## config.mk

```make
export PLATFORM = sky130hd
export DESIGN_NAME = i2c_master_gen
export DESIGN_NICKNAME = d
export VERILOG_FILES = /design/src/rtl/i2c_pkg.sv /design/src/rtl/i2c_qtr_tick.sv /design/src/rtl/i2c_master_gen.sv
export SDC_FILE = /design/constraint.sdc
export NUM_CORES = 1
export LEC_CHECK = 0
export BUFFER_PORTS_ARGS = -buffer_cell sky130_fd_sc_hd__buf_2
export CAP_MARGIN = 20
export CORE_MARGIN = 2
export CORE_UTILIZATION = 45
export CTS_CLUSTER_DIAMETER = 100
export DETAILED_ROUTE_END_ITERATION = 10
export GPL_TIMING_DRIVEN = 0
export HOLD_SLACK_MARGIN = 0.1
export PLACE_DENSITY = 0.7
export SLEW_MARGIN = 20
export SYNTH_ARGS = -nofsm -noshare
export SYNTH_HDL_FRONTEND = slang
export SYNTH_SLANG_ARGS = --single-unit
```

## constraint.sdc

```tcl
create_clock -name clk_i -period 4.72 [get_ports clk_i]
set_input_delay 1.18 -clock clk_i [delete_from_list [all_inputs] [get_ports clk_i]]
set_output_delay 1.18 -clock clk_i [all_outputs]
set_load 0.005 [all_outputs]
```

## src/rtl/i2c_pkg.sv

```systemverilog
// ----------------------------------------------------------------------------
// i2c_pkg
// Shared types and constants for the I2C initiator (i2c_master_gen) and its
// quarter-period tick generator.
//   state_t     : transaction FSM states (binary encoded)
//   ACK_LVL     : SDA level that means ACK on this bus (line high)
//   NACK_LVL    : SDA level that means NACK on this bus (line low)
//   START_SLOTS : bit slots spent generating the START condition
//   BYTE_BITS   : data bits per byte on the wire
// ----------------------------------------------------------------------------
package i2c_pkg;

    typedef enum logic [3:0] {
        ST_IDLE,
        ST_START,
        ST_ADDR,
        ST_ADDR_ACK,
        ST_WR_BYTE,
        ST_WR_ACK,
        ST_RD_BYTE,
        ST_RD_ACK,
        ST_STOP
    } state_t;

    // This bus inverts the usual I2C acknowledge sense.
    localparam logic ACK_LVL  = 1'b1;
    localparam logic NACK_LVL = 1'b0;

    localparam int START_SLOTS = 1;
    localparam int BYTE_BITS   = 8;

    // True when a 3-bit slot counter sits on the last of n slots.
    function automatic logic last_slot(input logic [2:0] cnt, input int n);
        return cnt == 3'(n - 1);
    endfunction

endpackage

```

## src/rtl/i2c_qtr_tick.sv

```systemverilog
// ----------------------------------------------------------------------------
// i2c_qtr_tick
// Divides clk into SCL quarter-periods of QTR cycles each and tracks which of
// the four quarters of a bit slot is current.
//   clk_i   : system clock
//   rst_ni  : asynchronous active-low reset
//   en_i    : count while high; counters are held at zero while low
//   tick_o  : high on the last clk of each quarter
//   qtr_o   : current quarter index 0..3 within the bit slot
// ----------------------------------------------------------------------------
module i2c_qtr_tick #(
    parameter int QTR = 4
) (
    input  logic       clk_i,
    input  logic       rst_ni,
    input  logic       en_i,
    output logic       tick_o,
    output logic [1:0] qtr_o
);

    localparam int CW = $clog2(QTR);
    localparam logic [CW-1:0] CNT_MAX = CW'(QTR - 1);

    logic [CW-1:0] cnt_q, cnt_d;
    logic [1:0]    qtr_q, qtr_d;

    assign tick_o = en_i && (cnt_q == CNT_MAX);
    assign qtr_o  = qtr_q;

    always_comb begin
        cnt_d = cnt_q;
        qtr_d = qtr_q;
        if (!en_i) begin
            cnt_d = '0;
            qtr_d = 2'd0;
        end else if (tick_o) begin
            cnt_d = '0;
            qtr_d = qtr_q + 2'd1;   // wraps Q3 -> Q0 at the slot boundary
        end else begin
            cnt_d = cnt_q + 1'b1;
        end
    end

    always_ff @(posedge clk_i or negedge rst_ni) begin
        if (!rst_ni) begin
            cnt_q <= '0;
            qtr_q <= 2'd0;
        end else begin
            cnt_q <= cnt_d;
            qtr_q <= qtr_d;
        end
    end

endmodule

```

## src/rtl/i2c_master_gen.sv

```systemverilog
// ----------------------------------------------------------------------------
// i2c_master_gen
// I2C initiator: on a start strobe it issues START, a 7-bit address plus RNW,
// then writes two bytes or reads two bytes, and finishes with STOP.
//   clk_i        : system clock
//   rst_ni       : asynchronous active-low reset
//   start_stb_i  : one-cycle request, ignored while busy_o is high
//   rnw_i        : 1 = read, 0 = write (latched on start_stb_i)
//   i2c_addr_i   : 7-bit target address (latched on start_stb_i)
//   wr_data_i    : 16-bit write payload, [15:8] sent first (latched)
//   sda_in_i     : SDA as driven by the target
//   scl_o        : serial clock
//   sda_out_o    : SDA value driven by the master (1 when released)
//   sda_oe_o     : 1 = master drives SDA
//   rd_data_o    : last successfully read word, first byte in [15:8]
//   busy_o       : transaction in progress
//   done_o       : one-cycle pulse when a transaction ends
//   ack_err_o    : NACK seen during the last transaction
// Bit slot timing: SCL low in Q0-Q1, high in Q2-Q3; SDA_IN sampled at the
// Q2 tick; the FSM advances at the Q3 tick so SDA changes on entry to Q0.
// ----------------------------------------------------------------------------
module i2c_master_gen
    import i2c_pkg::*;
#(
    parameter int QTR = 4
) (
    input  logic        clk_i,
    input  logic        rst_ni,
    input  logic        start_stb_i,
    input  logic        rnw_i,
    input  logic [6:0]  i2c_addr_i,
    input  logic [15:0] wr_data_i,
    input  logic        sda_in_i,
    output logic        scl_o,
    output logic        sda_out_o,
    output logic        sda_oe_o,
    output logic [15:0] rd_data_o,
    output logic        busy_o,
    output logic        done_o,
    output logic        ack_err_o
);

    state_t      state_q, state_d;
    logic [2:0]  bit_cnt_q, bit_cnt_d;
    logic        byte_idx_q, byte_idx_d;
    logic        rnw_q, rnw_d;
    logic [6:0]  addr_q, addr_d;
    logic [15:0] wr_data_q, wr_data_d;
    logic [15:0] shreg_q, shreg_d;
    logic        samp_q, samp_d;
    logic        busy_q, busy_d;
    logic        done_q, done_d;
    logic        ack_err_q, ack_err_d;
    logic [15:0] rd_data_q, rd_data_d;

    logic        tick;
    logic [1:0]  qtr;
    logic        slot_end;
    logic        sample_pt;
    logic [7:0]  addr_byte;
    logic [7:0]  wr_byte;
    logic [2:0]  tx_idx;

    i2c_qtr_tick #(
        .QTR (QTR)
    ) u_qtr_tick (
        .clk_i  (clk_i),
        .rst_ni (rst_ni),
        .en_i   (busy_q),
        .tick_o (tick),
        .qtr_o  (qtr)
    );

    assign slot_end  = tick && (qtr == 2'd3);
    assign sample_pt = tick && (qtr == 2'd2);
    assign addr_byte = {addr_q, rnw_q};
    assign wr_byte   = byte_idx_q ? wr_data_q[7:0] : wr_data_q[15:8];
    assign tx_idx    = 3'd7 - bit_cnt_q;     // MSB first

    // ------------------------------------------------------------------
    // Next-state logic. Transitions happen only at slot_end, so every
    // state is entered on Q0 of a fresh slot with the bit counter at 0.
    // ------------------------------------------------------------------
    always_comb begin
        state_d    = state_q;
        bit_cnt_d  = bit_cnt_q;
        byte_idx_d = byte_idx_q;
        rnw_d      = rnw_q;
        addr_d     = addr_q;
        wr_data_d  = wr_data_q;
        shreg_d    = shreg_q;
        samp_d     = samp_q;
        busy_d     = busy_q;
        done_d     = 1'b0;
        ack_err_d  = ack_err_q;
        rd_data_d  = rd_data_q;

        if (sample_pt) begin
            samp_d = sda_in_i;
        end

        case (state_q)
            ST_IDLE: begin
                if (start_stb_i) begin
                    rnw_d      = rnw_i;
                    addr_d     = i2c_addr_i;
                    wr_data_d  = wr_data_i;
                    ack_err_d  = 1'b0;
                    busy_d     = 1'b1;
                    bit_cnt_d  = 3'd0;
                    byte_idx_d = 1'b0;
                    state_d    = ST_START;
                end
            end
            ST_START: begin
                if (slot_end) begin
                    if (last_slot(bit_cnt_q, START_SLOTS)) begin
                        bit_cnt_d = 3'd0;
                        state_d   = ST_ADDR;
                    end else begin
                        bit_cnt_d = bit_cnt_q + 3'd1;
                    end
                end
            end
            ST_ADDR: begin
                if (slot_end) begin
                    if (last_slot(bit_cnt_q, BYTE_BITS)) begin
                        bit_cnt_d = 3'd0;
                        state_d   = ST_ADDR_ACK;
                    end else begin
                        bit_cnt_d = bit_cnt_q + 3'd1;
                    end
                end
            end
            ST_ADDR_ACK: begin
                if (slot_end) begin
                    bit_cnt_d  = 3'd0;
                    byte_idx_d = 1'b0;
                    if (samp_q == ACK_LVL) begin
                        state_d = rnw_q ? ST_RD_BYTE : ST_WR_BYTE;
                    end else begin
                        ack_err_d = 1'b1;
                        state_d   = ST_STOP;
                    end
                end
            end
            ST_WR_BYTE: begin
                if (slot_end) begin
                    if (last_slot(bit_cnt_q, BYTE_BITS)) begin
                        bit_cnt_d = 3'd0;
                        state_d   = ST_WR_ACK;
                    end else begin
                        bit_cnt_d = bit_cnt_q + 3'd1;
                    end
                end
            end
            ST_WR_ACK: begin
                if (slot_end) begin
                    bit_cnt_d = 3'd0;
                    if (samp_q != ACK_LVL) begin
                        ack_err_d = 1'b1;
                        state_d   = ST_STOP;
                    end else if (!byte_idx_q) begin
                        byte_idx_d = 1'b1;
                        state_d    = ST_WR_BYTE;
                    end else begin
                        state_d = ST_STOP;
                    end
                end
            end
            ST_RD_BYTE: begin
                if (sample_pt) begin
                    shreg_d = {shreg_q[14:0], sda_in_i};
                end
                if (slot_end) begin
                    if (last_slot(bit_cnt_q, BYTE_BITS)) begin
                        bit_cnt_d = 3'd0;
                        state_d   = ST_RD_ACK;
                    end else begin
                        bit_cnt_d = bit_cnt_q + 3'd1;
                    end
                end
            end
            ST_RD_ACK: begin
                if (slot_end) begin
                    bit_cnt_d = 3'd0;
                    if (!byte_idx_q) begin
                        byte_idx_d = 1'b1;
                        state_d    = ST_RD_BYTE;
                    end else begin
                        state_d = ST_STOP;
                    end
                end
            end
            ST_STOP: begin
                if (slot_end) begin
                    bit_cnt_d  = 3'd0;
                    byte_idx_d = 1'b0;
                    busy_d     = 1'b0;
                    done_d     = 1'b1;
                    state_d    = ST_IDLE;
                    // A read word is only published when every ACK was good.
                    if (rnw_q && !ack_err_q) begin
                        rd_data_d = shreg_q;
                    end
                end
            end
            default: begin
                busy_d  = 1'b0;
                state_d = ST_IDLE;
            end
        endcase
    end

    // ------------------------------------------------------------------
    // Bus outputs, decoded from registered state, quarter and bit index.
    // All inputs to this decode change together on the slot boundary.
    // ------------------------------------------------------------------
    always_comb begin
        scl_o     = 1'b1;
        sda_out_o = 1'b1;
        sda_oe_o  = 1'b1;
        case (state_q)
            ST_IDLE: begin
            end
            ST_START: begin
                sda_out_o = ~qtr[1];            // SDA falls while SCL is high
            end
            ST_ADDR: begin
                scl_o     = qtr[1];
                sda_out_o = addr_byte[tx_idx];
            end
            ST_WR_BYTE: begin
                scl_o     = qtr[1];
                sda_out_o = wr_byte[tx_idx];
            end
            ST_ADDR_ACK, ST_WR_ACK, ST_RD_BYTE: begin
                scl_o    = qtr[1];
                sda_oe_o = 1'b0;
            end
            ST_RD_ACK: begin
                scl_o     = qtr[1];
                sda_out_o = byte_idx_q ? NACK_LVL : ACK_LVL;
            end
            ST_STOP: begin
                scl_o     = qtr[1];
                sda_out_o = (qtr == 2'd3);      // SDA rises while SCL is high
            end
            default: begin
            end
        endcase
    end

    always_ff @(posedge clk_i or negedge rst_ni) begin
        if (!rst_ni) begin
            state_q    <= ST_IDLE;
            bit_cnt_q  <= 3'd0;
            byte_idx_q <= 1'b0;
            rnw_q      <= 1'b0;
            addr_q     <= 7'd0;
            wr_data_q  <= 16'd0;
            shreg_q    <= 16'd0;
            samp_q     <= 1'b0;
            busy_q     <= 1'b0;
            done_q     <= 1'b0;
            ack_err_q  <= 1'b0;
            rd_data_q  <= 16'd0;
        end else begin
            state_q    <= state_d;
            bit_cnt_q  <= bit_cnt_d;
            byte_idx_q <= byte_idx_d;
            rnw_q      <= rnw_d;
            addr_q     <= addr_d;
            wr_data_q  <= wr_data_d;
            shreg_q    <= shreg_d;
            samp_q     <= samp_d;
            busy_q     <= busy_d;
            done_q     <= done_d;
            ack_err_q  <= ack_err_d;
            rd_data_q  <= rd_data_d;
        end
    end

    assign busy_o    = busy_q;
    assign done_o    = done_q;
    assign ack_err_o = ack_err_q;
    assign rd_data_o = rd_data_q;

endmodule

```

==> out/results.md, run 1 <==
* status: complete, no violations
* DRC Markers: 0
* Global Route Usage Sum: 18.3%
* Die Outline Area: 8470 um^2
* final number of setup-violating endpoints: 0
* Logic pwr share: 3.3%
* ANT nets after route: 0
* via count of the first global-routing pass: 2551
* proportion of layout cells with a drive suffix above 1: 31.2%
* post-synthesis cell type count: 53
* post-route standard cell area excluding fillers: 4100 um^2
* fraction of the mapped netlist area in compound gates: 8.29%
* synthesized area: 3490 um^2
* Post-Synthesis Mean Instance Area: 10.9 um^2
* num ports: 50
* pin slew with the least headroom to its limit: 0.648 ns
* Hold Fails Final Rpt: 0
* multiplexer share of the synthesized area: 16.4%
* CP Max Fanout: 9
* floorplan row count: 32
* post-synthesis xor/xnor area fraction: 0.503%
* number of cells in the design after placement: 471
* count of filler cells inserted in the layout: 707
* Synth warnings: 0
* Routability Congestion: 0.905
* core outline area: 7610 um^2
* hold-fix buffers at CTS: 0
* fraction of synthesis flops using an asynchronous set or reset pin: 100%
* Crit. End Element: output pin
* most common cell after layout, fill and taps aside: nand2_1
* power density normalized to cell area: 291 nW/um^2
* sequential fraction of design power: 53.2%
* area delta synth->final: 17.5%
* post-cts repair resize count: 0
* highest achievable clock rate: 281 MHz
* endpoint arrival time on the critical path: 2.38 ns
* routing usage on met3: 4.19%
* Max Transition Viols Final: 0
* most frequent cells in the layout: 79 x nand2_1, 72 x dfrtp_1, 54 x buf_2
* DP Wirelength: 5060 um
* setup TNS: 0 ns
* number of antenna violations at the first check in global routing: 0
* Hold/Removal Path Class: flip-flop to flip-flop
* switching fraction of total power: 22.7%
* worst skew pair latency: 0.35 ns
* overflow left after global routing: 0
* setup repair after global routing missed its margin: no
* first-pass GRT wire length: 12200 um
* Die X: 92.0 um
* number of nets in the layout: 414
* part of the power in the clock network: 43.4%
* largest family of logic cells by synthesized area: simple AND/OR/NAND/NOR gates
* Final Instance Count excl. Fillers: 487
* Post-Route Skew: 0.0111 ns
* top cells by area in the synthesized netlist: dfrtp_1 52%, mux2_2 8.7%, nand2_1 8.5%
* Most Crowded Layer GR: met2
* Initial Utilization: 45.8%
* startpoint type of the worst setup path: flip-flop
* static leakage power: 2.17 nW
* portion of synthesized cell area occupied by the leading cell type: 51.7%
* count of maximum capacitance violations: 0
* Chip Height: 92.0 um
* drt initial violations: 112
* via count of the routed design: 2523
* TritonCTS Sinks: 72
* simple logic cell fraction of the synthesized area: 17.7%
* wire per inst: 14.9 um
* register bit total from synthesis: 72
* share of the cycle needed by the critical path after routing: 75.3%
* internal power component: 0.920 mW
* via count normalized by instance count: 5.18
* Required @ worst endpoint: 3.54 ns
* final wirelength: 7260 um
* fraction of met1 tracks used by global routing: 24.8%
* CP Class: flip-flop to output pin
* Post-Syn Instances: 319
* pin count of the biggest net entering global routing: 38
* global-route track usage on met2: 28.7%
* post-CTS setup buffers: 0
* fraction of the yosys area taken by sequential cells: 51.7%
* cell taking the most area after synthesis: dfrtp_1
* cell chosen for the clock root: clkbuf_8
* Max-slew headroom: 56.6%
* predominant post-synthesis flop cell: dfrtp_1
* CTS HTree Levels: 3
* maximum VDD drop: 0.000157 V
* adder-cell share of the synthesized area: 2.44%
* switching power summed over all nets: 0.270 mW
* total design power: 1.19 mW
* number of buffer cells added on primary ports: 49
* min cycle time layout: 3.56 ns
* n_diodes: 0
* number of optimization iterations in the first detailed-route pass: 4
* Clock Tree Buf Depth: 2
* standard cell area after detailed placement: 3880 um^2
* Fin Hold WS: 0.444 ns
* Inserted Clock Buffers: 9
* clock tree from TritonCTS: yes
* number of synthesized flops with an enable pin: 0
* syn_nets: 353
* CTS clock-pin slew for the worst setup and hold paths: 0.08 ns
[layout make-up]
cell class	instances	area, um^2	share of cell area (%)
well taps	102	128	3.12
plain buffers	17	78.8	1.92
clock inverters	5	62.6	1.53
repair buffers	50	268	6.54
multi-input cells	223	1580	38.6
flip-flops and latches	72	1800	44.0
clock buffers	11	151	3.70
inverters	7	26.3	0.642
[kinds of logic after synthesis]
group / after synthesis
flops: 72
fa+ha+maj: 7
xor+xnor: 2
compound gates: 39
mux: 45
simple gates: 130
buf+inv: 24
[registers in the layout, indices dropped and copies added (netlist names), 2 cells and up]
name              flops
shreg_q              16
wr_data_q            16
u_qtr_tick.cnt_q      2
addr_q                7
u_qtr_tick.qtr_o      2
bit_cnt_q             3
state_q               4
rd_data_o            16
[synthesized netlist by cell type, drive strengths merged, types with 3 or more instances]
library cell and instances:
nand3 8, nor2b 6, inv 7, nand3b 4
and3 3, mux2 37, dfrtp 72, mux2i 5
and2 4, a31oi 3, clkbuf 9, nor2 14
buf 8, mux4 3, nand2 79, ha 6
a2111oi 4, o21ai 9, a21oi 4
[layer usage]
metal	vias to the layer above	share of wire, %
li1	1232	-
met1	1222	47
met2	57	47
met3	12	4.5
met4	0	1.8
met5	-	0
[per-stage QoR]
step                util, %  setup WS [ns]
floorplan                 -           1.84
global placement       50.7           1.52
detailed placement     51.0           1.52
CTS                    53.8           1.13
global route           53.8           1.07
finish                 53.8           1.16
[final timing paths]
kind / start / endpoint / slack (ns) / depth (start not counted)
min in group asynchronous: rst_ni / rd_data_o[8]$_DFFE_PN0P_ / 0.77 / 1
max: bit_cnt_q[0]$_DFFE_PN0P_ / sda_out_o / 1.16 / 6
min: u_qtr_tick.cnt_q[0]$_DFF_PN0_ / u_qtr_tick.cnt_q[0]$_DFF_PN0_ / 0.44 / 1
max in group asynchronous: rst_ni / bit_cnt_q[2]$_DFFE_PN0P_ / 3.39 / 2
min reg2reg: u_qtr_tick.cnt_q[0]$_DFF_PN0_ / u_qtr_tick.cnt_q[0]$_DFF_PN0_ / 0.44 / 1
max reg2reg: u_qtr_tick.cnt_q[0]$_DFF_PN0_ / bit_cnt_q[0]$_DFFE_PN0P_ / 2.58 / 5
[worst max-delay path, cell delays in order, from the launching register on]
cell and delay (ns):
dfrtp_1 0.35, buf_2 0.22, mux2_2 0.36, o311ai_0 0.31
a311oi_1 0.09, or4_1 0.54, buf_2 0.15
[power by group through the flow]
stage | registers [mW] | clock network, mW | logic, mW
6_report | 0.634 | 0.517 | 0.0398
5_1_grt | 0.635 | 0.556 | 0.0461
4_1_cts | 0.633 | 0.528 | 0.0411
3_5_place_dp | 0.646 | 0 | 0.0404
3_3_place_gp | 0.645 | 0 | 0.0372
2_1_floorplan | 0.644 | 0 | 0.0126
Power figures use the tool's default switching activity.
==> inputs of run 2 (changes only) <==
--- a/config.mk
+++ b/config.mk
@@ -5,6 +5,7 @@
 export SDC_FILE = /design/constraint.sdc
 export NUM_CORES = 1
 export LEC_CHECK = 0
+export ABC_AREA = 1
 export BUFFER_PORTS_ARGS = -buffer_cell sky130_fd_sc_hd__buf_2
 export CAP_MARGIN = 20
 export CORE_MARGIN = 2
@@ -13,7 +14,7 @@
 export DETAILED_ROUTE_END_ITERATION = 10
 export GPL_TIMING_DRIVEN = 0
 export HOLD_SLACK_MARGIN = 0.1
-export PLACE_DENSITY = 0.7
+export PLACE_DENSITY = 0.73
 export SLEW_MARGIN = 20
 export SYNTH_ARGS = -nofsm -noshare
 export SYNTH_HDL_FRONTEND = slang
==> constraint.sdc (replaced) <==
create_clock -name clk_i -period 3.2 [get_ports clk_i]
set_input_delay 0.8 -clock clk_i [delete_from_list [all_inputs] [get_ports clk_i]]
set_output_delay 0.8 -clock clk_i [all_outputs]
set_load 0.005 [all_outputs]
==> run 2 against run 1 <==
Net effect: sequential power up 44%; via count up 16%; register-to-register slack lost 1.1 ns; hold slack lost 0.14 ns; first-iteration DRC count grew 38%; cell count is 23% higher; non-clock buffer count fell by 4; synthesized area fell by 0.93%; utilization rose by 1.8 points; clock skew fell by 0.0071 ns; clock-buffer cell count decreased by 2; largest power group unchanged; highest routed layer unchanged.
==> out/results.md, run 2 <==
* pin count of the biggest net entering global routing: 57
* DP Wirelength: 5440 um
* number of synthesized flops with an enable pin: 0
* CTS HTree Levels: 3
* total design power: 1.76 mW
* Logic pwr share: 2.2%
* Initial Utilization: 47.1%
* cell chosen for the clock root: clkbuf_8
* area delta synth->final: 18.1%
* area of the multi-input gates: 1370 um^2
* wire per inst: 12.2 um
* part of the power in the clock network: 46.2%
* setup repair after global routing missed its margin: no
* Chip Height: 91.6 um
* sequential fraction of design power: 51.6%
* drt initial violations: 154
* synthesized area: 3450 um^2
* number of optimization iterations in the first detailed-route pass: 4
* Routability Congestion: 0.892
* count of filler cells inserted in the layout: 693
* most common cell after layout, fill and taps aside: nand2_1
* hold-fix buffers at CTS: 0
* min cycle time layout: 2.59 ns
* CTS clock-pin slew for the worst setup and hold paths: 0.08 ns
* share of the cycle needed by the critical path after routing: 80.9%
* internal power component: 1.37 mW
* Max Transition Viols Final: 0
* fraction of the yosys area taken by sequential cells: 52.2%
* Final Instance Count excl. Fillers: 601
* number of nets in the layout: 531
* status: complete, no violations
* number of cells in the design after placement: 585
* via count normalized by instance count: 4.88
* count of maximum capacitance violations: 0
* post-CTS setup buffers: 0
* switching fraction of total power: 22.3%
* via count of the first global-routing pass: 2780
* Post-Synthesis Mean Instance Area: 7.92 um^2
* Max-slew headroom: 80.1%
* num ports: 50
* predominant post-synthesis flop cell: dfrtp_1
* ANT nets after route: 0
* Crit. End Element: output pin
* startpoint type of the worst setup path: flip-flop
* Global Route Usage Sum: 19.1%
* power density normalized to cell area: 433 nW/um^2
* portion of synthesized cell area occupied by the leading cell type: 52.2%
* core outline area: 7330 um^2
* overflow left after global routing: 0
* clock tree from TritonCTS: yes
* Synth warnings: 0
* final number of setup-violating endpoints: 0
* proportion of layout cells with a drive suffix above 1: 20.9%
* endpoint arrival time on the critical path: 1.79 ns
* DRC Markers: 0
* Die X: 91.6 um
* CP Class: flip-flop to output pin
* syn_nets: 470
* first-pass GRT wire length: 12600 um
* number of buffer cells added on primary ports: 49
* most used standard cells in the synthesized netlist: 150 x nand2_1, 72 x dfrtp_1, 49 x o21ai_1, 47 x inv_1, 29 x nor2_1
* CP Max Fanout: 7
* floorplan row count: 31
* Clock Tree Buf Depth: 2
* register bit total from synthesis: 72
* setup TNS: 0 ns
* Inserted Clock Buffers: 9
* final core utilization: 55.6%
* n_diodes: 0
* Die Outline Area: 8390 um^2
* maximum VDD drop: 0.000206 V
* Post-Route Skew: 0.00397 ns
* Post-Syn Instances: 436
* Hold/Removal Path Class: primary input to async pin
* most frequent cell after synthesis: nand2_1
* final wirelength: 7350 um
* post-synthesis cell type count: 25
* pin slew with the least headroom to its limit: 0.298 ns
* switching power summed over all nets: 0.393 mW
* worst skew pair latency: 0.35 ns
* static leakage power: 2.14 nW
* post-cts repair resize count: 0
* via count of the routed design: 2930
* TritonCTS Sinks: 72
* fraction of synthesis flops using an asynchronous set or reset pin: 100%
* cell taking the most area after synthesis: dfrtp_1
* highest achievable clock rate: 387 MHz
* number of antenna violations at the first check in global routing: 0
* top cells by area in the synthesized netlist: dfrtp_1 52%, nand2_1 16%, o21ai_1 7.1%
* most frequent cells in the layout: 150 x nand2_1, 72 x dfrtp_1, 60 x buf_2
* sequential cell area: 1800 um^2
* Hold Fails Final Rpt: 0
* Required @ worst endpoint: 2.40 ns
-- run 2: changes by cell type in the layout (fill, tap and decap cells not counted), sizes merged, moves of 5 or more --
cell and change:
nor2 +20, nand2 +82, mux2i -5, buf +5
o21ai +47, nor2b -6, clkbuf -11, nand3 +15
mux2 -37, inv +50
-- run 2: area by class of cell --
cell class,instances,share of cell area (%)
Multi-Input combinational cell,295,33.6
Clock inverter,7,2.49
Tap cell,99,3.04
Buffer,13,1.75
Timing Repair Buffer,50,6.75
Sequential cell,72,44.2
Inverter,56,5.15
Clock buffer,9,3.04
-- run 2: power groups by stage --
stage	Sequential, mW	Clock [mW]	Combinational (mW)
floorplan	0.928	0	0.00123
global placement	0.928	0	0.0359
detailed placement	0.928	0	0.0409
CTS	0.910	0.828	0.0409
global route	0.910	0.871	0.0461
finish	0.910	0.815	0.0395
-- run 2: per-stage QoR --
step                setup WS (ns)  area, um^2  hold WS (ns)
CTS                         0.578        4080         0.303
global placement            0.955        3820         0.419
detailed placement          0.975        3850         0.427
floorplan                    1.29        3450         0.409
finish                      0.613        4080         0.309
global route                0.432        4080         0.307
-- run 2: worst max-delay path, stage by stage (launching register included) --
cell and delay, ns:
dfrtp_1 0.49, inv_2 0.11, nor2_2 0.19, nand2_2 0.10, inv_2 0.10, nand2_1 0.06, nand2_1 0.07, nor2_1 0.05
nand2_1 0.06, nor2_1 0.04, nand2_1 0.06, buf_2 0.11
-- run 2: cell families after synthesis --
group | share of synthesized area (%)
AO/OA/AOI/OAI | 9.71
adder cells (fa/ha/maj) | 2.17
buffers and inverters | 8.15
flip-flops | 52.2
AND/OR/NAND/NOR | 27.8
-- run 2: worst paths after layout --
path	from	to	slack, ns	depth (start not counted)
worst max-delay path	state_q[0]$_DFFE_PN0P_	sda_out_o	0.61	11
worst min-delay path	rst_ni	wr_data_q[3]$_DFFE_PN0P_	0.31	1
worst max register to register	u_qtr_tick.cnt_q[0]$_DFF_PN0_	rd_data_o[0]$_DFFE_PN0P_	1.52	9
worst min register to register	u_qtr_tick.cnt_q[0]$_DFF_PN0_	u_qtr_tick.cnt_q[0]$_DFF_PN0_	0.43	1
max in group asynchronous	rst_ni	busy_o$_DFFE_PN0P_	2.36	2
min in group clk_i	u_qtr_tick.cnt_q[0]$_DFF_PN0_	u_qtr_tick.cnt_q[0]$_DFF_PN0_	0.43	1
-- run 2: metal layers --
layer	wire length (um)	vias up	GRT usage [%]
met4	99	0	6.57
met1	3480	1379	25.0
met2	3470	53	30.4
li1	-	1492	-
met5	0	-	0
met3	308	6	5.31
==> inputs of run 3 (changes only) <==
==> constraint.sdc (replaced) <==
create_clock -name clk_i -period 2.3 [get_ports clk_i]
set_input_delay 0.575 -clock clk_i [delete_from_list [all_inputs] [get_ports clk_i]]
set_output_delay 0.575 -clock clk_i [all_outputs]
set_load 0.005 [all_outputs]
==> run 3 against run 2 <==
Net effect: clock skew is 0.00082 ns higher; combinational power is 42% higher; die area stayed put; clock power is 40% higher; first-iteration DRC count is 8.4% lower; hold slack better by 0.10 ns; global-route usage is 0.23 points higher; wire length is 4.1% higher; non-clock buffer count is 17 higher; sequential share of layout area is 1.7 points lower.
==> out/results.md, run 3 (synthesized netlist as in run 2, its figures left out) <==
* Max Transition Viols Final: 0
* drt initial violations: 141
* number of nets in the layout: 548
* Chip Height: 91.6 um
* final number of setup-violating endpoints: 0
* area delta synth->final: 23.2%
* count of filler cells inserted in the layout: 681
* Global Route Usage Sum: 19.3%
* sequential cell area: 1810 um^2
* overflow left after global routing: 0
* post-layout worst setup margin: 0.0556 ns
* worst skew pair latency: 0.35 ns
* setup repair after global routing missed its margin: yes
* Hold/Removal Path Class: primary input to flip-flop
* pin count of the biggest net entering global routing: 57
* Crit. End Element: output pin
* via count of the first global-routing pass: 2827
* Required @ worst endpoint: 1.73 ns
* setup TNS: 0 ns
* Hold Fails Final Rpt: 0
* CTS HTree Levels: 3
* DP Wirelength: 5440 um
* CTS clock-pin slew for the worst setup and hold paths: 0.08 ns
* Clock Tree Buf Depth: 2
* CP Class: flip-flop to output pin
* Post-Route Skew: 0.00479 ns
* final wirelength: 7650 um
* num ports: 50
* number of optimization iterations in the first detailed-route pass: 5
* number of buffer cells added on primary ports: 49
* clock tree from TritonCTS: yes
* min cycle time layout: 2.24 ns
* Routability Congestion: 0.892
* Die X: 91.6 um
* Initial Utilization: 47.1%
* final core utilization: 58.0%
* maximum VDD drop: 0.000281 V
* slowest library cell on the worst path: dfrtp_2
* startpoint type of the worst setup path: flip-flop
* power density normalized to cell area: 578 nW/um^2
* number of antenna violations at the first check in global routing: 0
* via count of the routed design: 3029
* proportion of layout cells with a drive suffix above 1: 26.6%
* Max-slew headroom: 80.1%
* ANT nets after route: 0
* endpoint arrival time on the critical path: 1.67 ns
* share of the cycle needed by the critical path after routing: 97.6%
* most frequent cells in the layout: 144 x nand2_1, 67 x dfrtp_1, 59 x buf_2
* Cell Chain, Critical Path: inv_2 -> nand2_2 -> nor2_4 -> nand2_2 -> nand2_2 -> nor2_2 -> nand2_1 -> nor2_1 -> nand2_1 -> buf_2
* count of maximum capacitance violations: 0
* core outline area: 7330 um^2
* status: complete, no violations
* most common cell after layout, fill and taps aside: nand2_1
* cell chosen for the clock root: clkbuf_8
* area of the multi-input gates: 1400 um^2
* CP Max Fanout: 6
* highest achievable clock rate: 446 MHz
* n_diodes: 0
* TritonCTS Sinks: 72
* first-pass GRT wire length: 12800 um
* static leakage power: 2.22 nW
* most frequent cell on the critical path: nand2_2
* Largest stage delay, worst path: 0.49 ns
* floorplan row count: 31
* Inserted Clock Buffers: 9
* DRC Markers: 0
* via count normalized by instance count: 4.90
* pre-CTS setup slack: 0.300 ns
* Fin Hold WS: 0.413 ns
* Die Outline Area: 8390 um^2
* wire per inst: 12.4 um
* pin slew with the least headroom to its limit: 0.296 ns
[run 3: stage by stage]
stage / power [mW] / cell area, um^2 / std cells
floorplan: 1.29 / 3450 / 436
global placement: 1.34 / 3820 / 584
detailed placement: 1.35 / 3850 / 585
CTS: 2.48 / 4140 / 606
global route: 2.54 / 4260 / 618
finish: 2.46 / 4260 / 618
[run 3: power by group]
group | internal [mW] | total (mW) | switching, mW
combinational | 0.0229 | 0.0560 | 0.0331
clock | 0.622 | 1.14 | 0.517
sequential | 1.27 | 1.27 | 0.000183
[run 3: worst max-delay path, delay by kind of cell (launching register included)]
| kind | cells | cell delay, ns |
|---|---|---|
| and+or+nand+nor | 8 | 0.61 |
| DFF | 1 | 0.49 |
| buffers and inverters | 2 | 0.23 |
[run 3: repair_timing]
action	in CTS	in global routing
endpoints found under the setup margin	1	2
endpoints found under the hold margin	16	0
hold buffers	1	0
pin swaps	1	7
cloned	0	0
gates resized for setup	8	15
buffers inserted	4	12
[run 3: worst paths after layout]
check                                         startpoint                       endpoint  slack (ns)  cells after the start
max in group asynchronous                         rst_ni         state_q[3]$_DFFE_PN0P_        1.12                      3
setup / recovery                  state_q[2]$_DFFE_PN0P_                      sda_out_o        0.06                     10
min in group asynchronous                         rst_ni       wr_data_q[3]$_DFFE_PN0P_        0.64                      2
hold reg to reg            u_qtr_tick.cnt_q[0]$_DFF_PN0_  u_qtr_tick.cnt_q[0]$_DFF_PN0_        0.43                      1
hold / removal                             i2c_addr_i[5]          addr_q[5]$_DFFE_PN0P_        0.41                      3
setup reg to reg                  state_q[2]$_DFFE_PN0P_       rd_data_o[0]$_DFFE_PN0P_        0.54                      9
[run 3: layout make-up]
| cell class | instances | share of cell area [%] |
|---|---|---|
| tap | 99 | 2.91 |
| inverter | 56 | 5.06 |
| timing repair buffer | 67 | 9.61 |
| sequential | 72 | 42.5 |
| buffer | 13 | 1.73 |
| clock inverter | 7 | 2.38 |
| clock buffer | 9 | 2.91 |
| multi-input combinational | 295 | 32.9 |
[run 3: routing by layer]
layer | global-route usage, % | wire (um)
met1 | 25.2 | 3440
met2 | 30.9 | 3660
met3 | 5.23 | 398
met4 | 6.82 | 159
met5 | 0 | 0
